File: config.mk
export PLATFORM = sky130hd
export DESIGN_NAME = bcd_counter_ndigit
export DESIGN_NICKNAME = d
export VERILOG_FILES = /design/src/rtl/bcd_counter_ndigit.sv
export SDC_FILE = /design/constraint.sdc
export NUM_CORES = 1
export LEC_CHECK = 0
export CORE_ASPECT_RATIO = 0.8
export CORE_MARGIN = 1.5
export CORE_UTILIZATION = 46
export CTS_BUF_LIST = sky130_fd_sc_hd__clkbuf_4
export CTS_CLUSTER_DIAMETER = 30
export DETAILED_ROUTE_END_ITERATION = 8
export GPL_TIMING_DRIVEN = 0
export PLACE_DENSITY = 0.77
export SYNTH_ARGS = -nofsm -noshare
export SYNTH_HDL_FRONTEND = slang
export SYNTH_SLANG_ARGS = --single-unit
export TNS_END_PERCENT = 1
File: constraint.sdc
create_clock -name clk -period 2.85 [get_ports clk]
set_input_delay 0.4275 -clock clk [delete_from_list [all_inputs] [get_ports clk]]
set_output_delay 0.4275 -clock clk [all_outputs]
set_load 0.02 [all_outputs]
File: src/rtl/bcd_counter_ndigit.sv
// bcd_counter_ndigit: N-digit BCD up/down counter with programmable wrap limit, validated load and cascade carry
module bcd_counter_ndigit #(
  parameter int DIGITS = 2,
  parameter int W = 4*DIGITS
) (
  input  logic         clk,
  input  logic         rst,
  input  logic         en,
  input  logic         up_dn,
  input  logic [W-1:0] limit,
  input  logic         load,
  input  logic [W-1:0] load_val,
  output logic [W-1:0] count,
  output logic         wrap,
  output logic         load_err,
  output logic         carry_out
);
  function automatic logic is_bcd(input logic [W-1:0] v);
    is_bcd = 1'b1;
    for (int i = 0; i < DIGITS; i++) is_bcd = is_bcd & (v[4*i+:4] <= 4'd9);
  endfunction
  logic [W-1:0] eff, inc, dec;
  logic at_top, at_zero, ld_ok, c, b;
  logic [3:0] d;
  assign eff = is_bcd(limit) ? limit : {DIGITS{4'h9}};
  assign at_top = count >= eff;
  assign at_zero = count == '0;
  assign ld_ok = is_bcd(load_val) && load_val <= eff;
  assign carry_out = en & (up_dn ? at_top : at_zero);
  // ripple BCD increment and decrement of the current count
  always_comb begin
    inc = count;
    dec = count;
    c = 1'b1;
    b = 1'b1;
    d = '0;
    for (int i = 0; i < DIGITS; i++) begin
      d = count[4*i+:4];
      inc[4*i+:4] = c ? (d == 4'd9 ? 4'd0 : d + 4'd1) : d;
      dec[4*i+:4] = b ? (d == 4'd0 ? 4'd9 : d - 4'd1) : d;
      c = c & (d == 4'd9);
      b = b & (d == 4'd0);
    end
  end
  // count register with rst > load > en > hold priority and one-cycle status pulses
  always_ff @(posedge clk) begin
    if (rst) begin
      count <= '0;
      wrap <= 1'b0;
      load_err <= 1'b0;
    end else begin
      wrap <= 1'b0;
      load_err <= 1'b0;
      if (load) begin
        if (ld_ok) count <= load_val;
        else load_err <= 1'b1;
      end else if (en) begin
        if (up_dn) begin
          count <= at_top ? '0 : inc;
          wrap <= at_top;
        end else begin
          count <= at_zero ? eff : dec;
          wrap <= at_zero;
        end
      end
    end
  end
endmodule
# ---- After elaboration in Yosys (flattened, before gate mapping)
# Cells that the tools add are included.
dict set report totals {
  ff_bits 10
  out_inout_bits 11
}
dict set report op_classes {
  addsub 4
  order_cmp 6
  eq_ne 4
  muxes 15
  bitwise 5
  reduce_logical 10
}
# op n
set ops {}
lappend ops {{$mux W8} 7}
lappend ops {{$mux W4} 6}
lappend ops {{$le A4 B4 Y1 const B} 4}
lappend ops {{$add A4 B1 Y4 const B} 2}
lappend ops {{$eq A4 B4 Y1 const B} 2}
lappend ops {{$ge A8 B8 Y1} 1}
lappend ops {{$le A8 B8 Y1} 1}
lappend ops {{$logic_not A4 Y1} 2}
lappend ops {{$logic_not A8 Y1} 1}
lappend ops {{$sub A4 B1 Y4 const B} 2}
lappend ops {{$ne A4 B1 Y1 const B} 1}
lappend ops {{$reduce_and A4 Y1} 1}
lappend ops {{$reduce_bool A4 Y1} 1}
lappend ops {{$and A1 B1 Y1} 3}
lappend ops {{$reduce_or A3 Y1} 1}
lappend ops {{$mux W1} 2}
lappend ops {{$ne A2 B1 Y1 const B} 1}
lappend ops {{$not A1 Y1} 2}
lappend ops {{$reduce_and A2 Y1} 1}
lappend ops {{$reduce_bool A2 Y1} 1}
lappend ops {{$reduce_or A2 Y1} 1}
lappend ops {{$logic_and A1 B1 Y1} 1}

# ---- Longest topological paths before layout
# Gate-level depths: netlist (run 1).
dict set report logic_depth {
  word_depth 8
  depth_mapped 12
  depth_no_buf 11
}

# ---- Least setup slack after synthesis (run 1)
# Ideal clock, no wire load.
dict set report synth_timing {
  kind {input port to flip-flop}
  startpoint {in limit[1]}
  endpoint {reg count[6]}
  setup_time_ns 0.074
  t_arrival_ns 3.006
  t_required_ns 2.776
  path_slack_ns -0.231
  path_stages 10
  path_buffers 0
  cell_sequence {o21a_1 -> or3_2 -> ha_1 -> nand2b_1 -> a311o_1 -> o211ai_2 -> nor2_1 -> or4_1 -> a2111o_1 -> o21ai_0}
}
dict set report synth_between {
  elab_chain_len 8
  word_cells_on_any_way 14
  cone_classes {order compare: 3; eq/ne: 2; mux: 6; bitwise: 1; reduce/logical: 2}
}
# element line
set synth_lines {}
lappend synth_lines {{start: declaration} 10} ;# input logic [W-1:0] limit,
lappend synth_lines {{$le A4 B4 Y1} 20} ;# for (int i = 0; i < DIGITS; i++) is_bcd = is_bcd & (v[4*i+:4] <= 4'd9);
lappend synth_lines {{$and A1 B1 Y1} 20}
lappend synth_lines {{$mux W8 *} 25} ;# assign eff = is_bcd(limit) ? limit : {DIGITS{4'h9}};
lappend synth_lines {{$ge A8 B8 Y1} 26} ;# assign at_top = count >= eff;
lappend synth_lines {{$mux W8} 59} ;# count <= at_top ? '0 : inc;
lappend synth_lines {{$mux W8} 58} ;# if (up_dn) begin
lappend synth_lines {{$mux W8} 57} ;# end else if (en) begin
lappend synth_lines {{$mux W8} 54} ;# if (load) begin
lappend synth_lines {{end signal: assignment} 55} ;# if (ld_ok) count <= load_val;
lappend synth_lines {{end signal: assignment} 59}
lappend synth_lines {{end signal: assignment} 62} ;# count <= at_zero ? eff : dec;
lappend synth_lines {{end: declaration} 13} ;# output logic [W-1:0] count,
# Every way passes the cells marked *; elsewhere a longest branch is shown, timed or not. The select of a mux whose other input is x is not followed.
# A chain may end at the register's enable or synchronous reset.

# ---- Final worst setup path (run 1)
dict set report layout_timing {
  startpoint {in limit[6]}
  endpoint {reg count[6]}
}
# Same word-level chain as after synthesis.

==> results of run 1 <==
==> path summary, 6_finish.rpt <==
kind / from / to / slack, ns / cells past startpoint
worst max-delay path: limit[6] / count[6] / -0.05 / 12
worst min-delay path: count[3] / count[3] / 0.60 / 2
worst min register to register: count[3] / count[3] / 0.60 / 2
worst max register to register: count[0] / count[2] / 0.10 / 9
==> routing by layer <==
layer	global-route usage, %	routed length, um
met3	4.26	275
met2	43.7	1850
met5	0	0
met4	11.1	95
met1	33.0	1810
==> final cells by class <==
class,count,share of cell area (%)
inverter,6,1.23
sequential,10,10.9
clock buffer,3,1.23
tap,36,2.45
timing repair buffer,41,21.1
multi-input combinational,144,61.9
buffer,5,1.16
==> logic make-up after synthesis <==
family          count (synthesis)
buf+inv                        11
xor+xnor                        3
compound gates                 61
fa+ha+maj                      21
flops                          10
mux                             1
simple gates                   58
==> per-stage QoR <==
| step | TNS (ns) | instance area [um^2] | cells |
|---|---|---|---|
| detailed placement | -5.64 | 1660 | 232 |
| global route | -0.309 | 1840 | 245 |
| CTS | -0.0702 | 1790 | 245 |
| finish | -0.0937 | 1840 | 245 |
| global placement | -5.12 | 1660 | 232 |
| floorplan | 0 | 1310 | 165 |
==> timing repair <==
| action | CTS | global route |
|---|---|---|
| resized for setup | 44 | 10 |
| endpoints found under the setup margin | 9 | 9 |
| buffers inserted | 10 | 0 |
| endpoints found under the hold margin | 0 | 0 |
| pin swaps | 13 | 4 |
| hold buffers | 0 | 0 |
==> sequential cells by signal, indices dropped and copies added (netlist names) <==
name	count
count	8
load_err	1
wrap	1
==> worst max-delay path: cells and delay by family <==
| kind | cells | cell delay [ns] |
|---|---|---|
| AO/OA/AOI/OAI | 5 | 1.03 |
| adder cells (fa/ha/maj) | 1 | 0.24 |
| buffers and inverters | 2 | 0.25 |
| AND/OR/NAND/NOR | 4 | 1.13 |
==> placed cells by master (no fill, tap or decap), types with 3 or more instances in the layout <==
cell / n
nor2_1: 14
inv_1: 6
a21oi_1: 14
dfxtp_1: 10
xnor2_1: 3
o21ai_0: 11
nand2_1: 9
clkdlybuf4s50_1: 23
nor2b_1: 5
a221oi_1: 7
buf_2: 3
buf_6: 3
nand3_1: 3
buf_4: 10
a21o_1: 5
clkbuf_4: 3
nand2b_1: 5
ha_1: 19
clkbuf_1: 3
==> power breakdown <==
group | leakage, nW | internal [mW] | switching (mW)
logic | 0.651 | 0.157 | 0.172
clock network | 0.0138 | 0.0484 | 0.0412
registers | 0.0819 | 0.151 | 0.0174
total | 0.747 | 0.356 | 0.231
==> results, run 1 <==
- The flow ran to the end, but the final reports show violations.
- The final reports fail on negative setup slack.
- In this run the worst path has a maximum fanout of 4.
- The total CTS buffers is 3.
- Hold is met by 0.596 ns.
- The fraction of the core area covered by cells at the end of the flow is 72.2%.
- The floorplan die height is 50.3 um.
- 0 antenna diodes ended up in the layout.
- Of the post-synthesis cell area, the part taken by muxes is 0.777%.
- In this run, distinct cell masters in the synthesized netlist total 47.
- The synthesized flop and latch total is 10.
- The routed via count is 1462.
- The cell sitting at the root of the clock tree is a clkbuf_4.
- Dividing the detail-routed via count by the number of cells gives 5.97.
- The die is 62.2 um wide.
- Setup violations remaining at the end of the flow were counted as 2.
- In this run the number of H-tree levels came out at 1.
- The fraction of layout cells with a size suffix above 1 is 21.1%.
- The main combinational cell family by area after synthesis is compound AO/OA/AOI/OAI gates.
- The class of the most critical setup path is input port to register.
- In the finished design, the share of the clock period the worst path needs comes to 102%.
- The iteration count of the initial detailed-routing pass is 4.
- The total congestion overflow after global routing is 0.
- The remaining antenna violation count after routing is 0.
- The layout overhead on the synthesized area is 42.4%.
- The total nets after synthesis is 207.
- In the routed design, unresolved DRC markers number 0.
- Port buffering added 31 buffers.
- Entering global routing, the biggest net connects 11 pins.
- Counting every instance in the synthesized netlist gives 165.
- The endpoint class of the critical path is a register.
- The cell accounting for the most synthesized area is ha_1.
- Walking the worst path, the cells encountered are buf_8 -> o21a_4 -> or3_4 -> ha_4 -> nand2b_4 -> a311o_1 -> o211ai_2 -> nor2_2 -> buf_4 -> or4_1 -> a2111o_1 -> o21ai_1.
- The mean post-synth cell area is 7.81 um^2.
- The number of enable flip-flop cells after synthesis is 0.
- The power consumption is 587 uW.
- The final routed wire length divided by cell count is 16.4 um.
- The global-route wire length before repair is 6410 um.
- The multi-input logic area is 1140 um^2.
- In this design, the stage delay of the slowest critical-path cell is 0.51 ns.
- The die area is 3130 um^2.
- The most used flip-flop cell after synthesis is dfxtp_1.
- Yosys printed 0 warnings.
- The launching element type of the critical path is an input port.
- The count of boundary I/O pins is 32.
- The largest buffer count on any clock path is 2.
- The library cell with the highest instance count after synthesis is ha_1.
- Of the total synthesized cell area, the portion taken by AND, OR, NAND and NOR gates is 24.1%.
- The actual slew at the worst max-slew pin is 0.590 ns.
- Counting every sink on the clock net gives 10.
- The HPWL after detailed placement is 2920 um.
- The total global-route track usage is 25.9%.
- After layout, the minimum clock period comes to 2.90 ns.
- After floorplanning, the core was sized to cover 2540 um^2.
- The clock transition at the registers of the reported paths is 0.06 ns.
- The count of final hold-check violations came to 0.
- In this run the static leakage power is 0.747 nW.
- Setup repair after global routing could not meet its margin everywhere.
- Across the VDD grid, the largest voltage drop is 0.243 mV.
- The number of global-route vias before repair came to 1358.
- The net total in the final layout is 253.
- The footprint of the flip-flops and latches is 200 um^2.
- The worst setup slack before clock tree synthesis is -1.01 ns.
- Summing the sequential cell areas from Yosys gives 15.5% of the chip area.
- The number of pins exceeding their max-slew limit in the final report is 0.
- The netlist area before placement is 1290 um^2.
- The clock network latency to the later pin of the worst-skew pair is 0.25 ns.
- TritonCTS built the clock tree.
- In the post-synthesis netlist, the biggest area contributors are ha_1 20%, dfxtp_1 16%, a21oi_1 5.8%, nor2_1 5.2%, a221oi_1 4.8%.
- The share of synthesized area in the top cell type comes to 20.4%.
- Data arrives at the worst endpoint at 3.09 ns.
- In this run, the number of DRC markers left after iteration 0 of detailed routing was 70.
- The worst pin sits at a relative slew slack of 60.3%.
- Ranked by instance count, the synthesized netlist is headed by 21 x ha_1, 18 x nor2_1, 15 x a21oi_1.
- Once the floorplan was initialized, standard cells occupied 50.7% of the core.
- Summing the areas of all compound-gate instances in the mapped netlist gives 33.9% of the synthesized area.
- The setup slack after layout is -0.0509 ns.
- The row count is 16.
- Counting the fill cells in the layout gives 214.
- The synthesized netlist devotes 2.04% of its cell area to XOR and XNOR gates.
- The classification of the worst-slack hold path is register to register.
- At the end of routability-driven placement, the weighted congestion stood at 0.889.
- The total wirelength of the detailed-routed design is 4020 um.
- The synthesized netlist devotes 20.4% of its cell area to adder and majority cells.
- In this run the power density over the cells is 320 nW/um^2.
- Counting flops with an async set or reset pin after synthesis yields a share of 0%.
- The slowest stage of the critical path belongs to the cell or4_1.
- For the final database, setup skew stands at 0.00230 ns.
- The number of violations of the max-capacitance limit is 0.
- For this run, the top clock speed supported by timing is 345 MHz.
- The initial antenna violation count is 0.
- The required time of the critical path is 3.04 ns.
Power figures use the tool's default switching activity.
==> run 2, diff against run 1 <==
--- a/config.mk
+++ b/config.mk
@@ -16,4 +16,3 @@
 export SYNTH_ARGS = -nofsm -noshare
 export SYNTH_HDL_FRONTEND = slang
 export SYNTH_SLANG_ARGS = --single-unit
-export TNS_END_PERCENT = 1
==> run 2 against run 1 <==
Effect of this change: clock skew shrank 0.0014 ns; die area stayed put; worst hold slack improved by 0.0049 ns; largest cell class unchanged; wire length rose by 1.4%; the flow still finishes with violations (negative setup slack).
==> results, run 2 (synthesis results as in run 1) <==
- The total congestion overflow after global routing is 0.
- In the final layout, the registers with the most flip-flops are count x8, load_err x1, wrap x1.
- The fmax is 344 MHz.
- The number of placed instances, taps included, is 232.
- The global placer's final weighted congestion is 0.889.
- The data arrival time at the worst-slack endpoint is 3.09 ns.
- More flip-flops sit in one register than any other, and that register is count.
- Subtracting the final worst setup slack from the clock period gives 2.90 ns.
- The estimated wirelength of the detail-placed design is 2920 um.
- The critical path ends at count[6].
- The endpoint identified for the worst register-to-register timing path is count[2].
- The filler cell count in the final layout is 208.
- In the layout the commonest cells are 23 x clkdlybuf4s50_1, 19 x ha_1, 14 x a21oi_1, 13 x nor2_1, 12 x buf_4.
- The initial antenna violation count was 0.
- The classification of the worst-slack hold path is register to register.
- The logic depth of the worst path, buffers included is 12.
- Once the floorplan was initialized, standard cells occupied 50.7% of the core.
- The first global-routing pass estimated 6410 um of wire.
- The number of setup violations in the final report is 2.
- The post-place instance area is 1660 um^2.
- The total number of clock tree sinks is 10.
- Setup repair after global routing could not meet its margin everywhere.
- In this run the core area contains 16 standard-cell rows.
- In this design, the stage delay of the slowest critical-path cell is 0.51 ns.
- The number of buffers and inverters on the critical path is 2.
- The finished cells cover 1860 um^2.
- The iteration count of the initial detailed-routing pass is 4.
- The count of final hold-check violations is 0.
- The required time of the critical path is 3.04 ns.
- In this run the clock root is driven by a clkbuf_4.
- The clock network latency to the later pin of the worst-skew pair is 0.25 ns.
- The launching element type of the critical path is an input port.
- For this run, design rule violations remaining after detail routing come to 0.
- In the finished design, the share of the clock period the worst path needs comes to 102%.
- Across the run, the number of max-cap violations was 0.
- The worst reg2reg path depth is 9.
- The flow ran to the end, but the final reports show violations.
- The static leakage power is 0.758 nW.
- Of all nets on the critical path, the largest fanout is 4.
- For this block, the via count after detailed routing is 1475.
- The final non-filler cell total is 247.
- Setup total negative slack on the finished layout was measured at -0.0634 ns.
- The cell family contributing the most delay on the critical path is simple AND/OR/NAND/NOR gates.
- Prior to clock tree synthesis, the placed netlist has a worst setup slack of -1.01 ns.
- The maximum number of pins on one net before global-route repair is 11.
- In this run the power density over the cells is 319 nW/um^2.
- The flip-flop count of the largest register, all copies and words added is 8.
- From left edge to right edge, the die measures 62.2 um.
- The worst voltage drop across the vdd grid is 0.245 mV.
- The clock transition at the registers of the reported paths is 0.06 ns.
- In the final routed layout, each cell accounts on average for 16.5 um.
- For the pin with the worst max-slew slack, the measured transition is 0.499 ns.
- Measured against its own limit, the worst slew margin works out to 66.8%.
- Across every metal layer, demand over resource in global routing totals 25.9%.
- In this run the number of H-tree levels came out at 1.
- After layout, the worst setup slack is -0.0536 ns.
- The checks that failed: negative setup slack.
- The largest individual stage delay along the critical path comes from the cell or4_1.
- By startpoint and endpoint, the worst setup path is classified as input port to register.
- Buffers placed on the I/O ports in this run total 31.
- The endpoint class of the critical path is a register.
- After the last flow step, the layout net total stands at 255.
- Dividing the detail-routed via count by the number of cells gives 5.97.
- The worst hold margin is 0.601 ns.
- The die is 50.3 um tall.
- From synthesis to final layout, the design area changed by 44.3%.
- The die area is 3130 um^2.
- The library cell used most frequently in the layout, excluding fill and tap cells, is clkdlybuf4s50_1.
- The largest buffer count on any clock path is 2.
- The first element of the critical path is limit[6].
- The number of pins exceeding their max-slew limit in the final report came to 0.
- The count of boundary I/O pins is 32.
- The setup slack of the most critical reg-to-reg path is 0.20 ns.
- In this run the critical register-to-register path is launched from count[0].
- 0 antenna diodes ended up in the layout.
- The number of buffers inserted for hold repair after clock tree synthesis is 0.
- The placeable core region is 2540 um^2.
- TritonCTS built the clock tree.
- Clock skew on the completed layout was measured at 0.000940 ns.
- In the final layout, the share of cells above drive strength 1 is 22.7%.
- The signal on the critical path passes through buf_8 -> o21a_4 -> or3_4 -> ha_4 -> nand2b_4 -> a311o_1 -> o211ai_2 -> nor2_2 -> buf_4 -> or4_1 -> a2111o_1 -> o21ai_1.
- In this run, the number of DRC markers left after iteration 0 of detailed routing was 59.
- Clock tree synthesis inserted a total of 3 buffers.
- The number of global-route vias before repair is 1358.
- The final layout contains routed wiring with a total length of 4080 um.
- Once detail routing completed, the nets flagged for antenna violations numbered 0.
[run 2: stage by stage]
step                      util (%)  power (mW)
after floorplan                  -       0.351
after global placement        65.4       0.448
after detailed placement      65.4       0.457
after CTS                     70.5       0.573
after global routing          73.1       0.635
final                         73.1       0.592
[run 2: worst min path at each step]
stage                        start  endpoint  slack (ns)  cells past startpoint
after CTS                 count[3]  count[3]        0.59                      2
final                     count[3]  count[3]        0.60                      2
after global routing      count[6]  count[6]        0.65                      2
after floorplan           count[3]  count[3]        0.60                      2
after detailed placement  count[3]  count[3]        0.58                      2
after global placement    count[3]  count[3]        0.58                      2
[run 2: final cells by class]
type,count,area [um^2],share of cell area [%]
inverters,6,22.5,1.21
plain buffers,5,21.3,1.14
repair buffers,43,403,21.7
clock buffers,3,22.5,1.21
multi-input cells,144,1140,61.6
flip-flops and latches,10,200,10.8
well taps,36,45.0,2.42
[run 2: worst reg2reg max path, cell delays in order, from the launching register on]
cell	delay, ns
dfxtp_1	0.37
inv_1	0.18
ha_1	0.27
or3b_2	0.56
nor4_2	0.44
a221oi_1	0.15
o21ai_0	0.19
a31oi_1	0.07
or2_1	0.21
a21oi_1	0.13
[run 2: repair_timing]
action	in CTS	in global routing
setup endpoints to repair	9	9
pin swaps	13	4
setup buffers	10	2
cloned	0	0
resized for setup	44	12
[run 2: where the power goes]
group	internal, mW	total (mW)	leakage (nW)	switching (mW)
Clock	0.0484	0.0892	0.0138	0.0408
Sequential	0.151	0.168	0.0819	0.0173
Combinational	0.160	0.335	0.663	0.175
[run 2: routing by layer]
layer	wire length, um	global-route usage, %	vias to the layer above
met3	286	4.26	10
li1	-	-	723
met5	0	0	-
met2	1880	43.7	56
met1	1830	33.0	686
met4	93	11.1	0
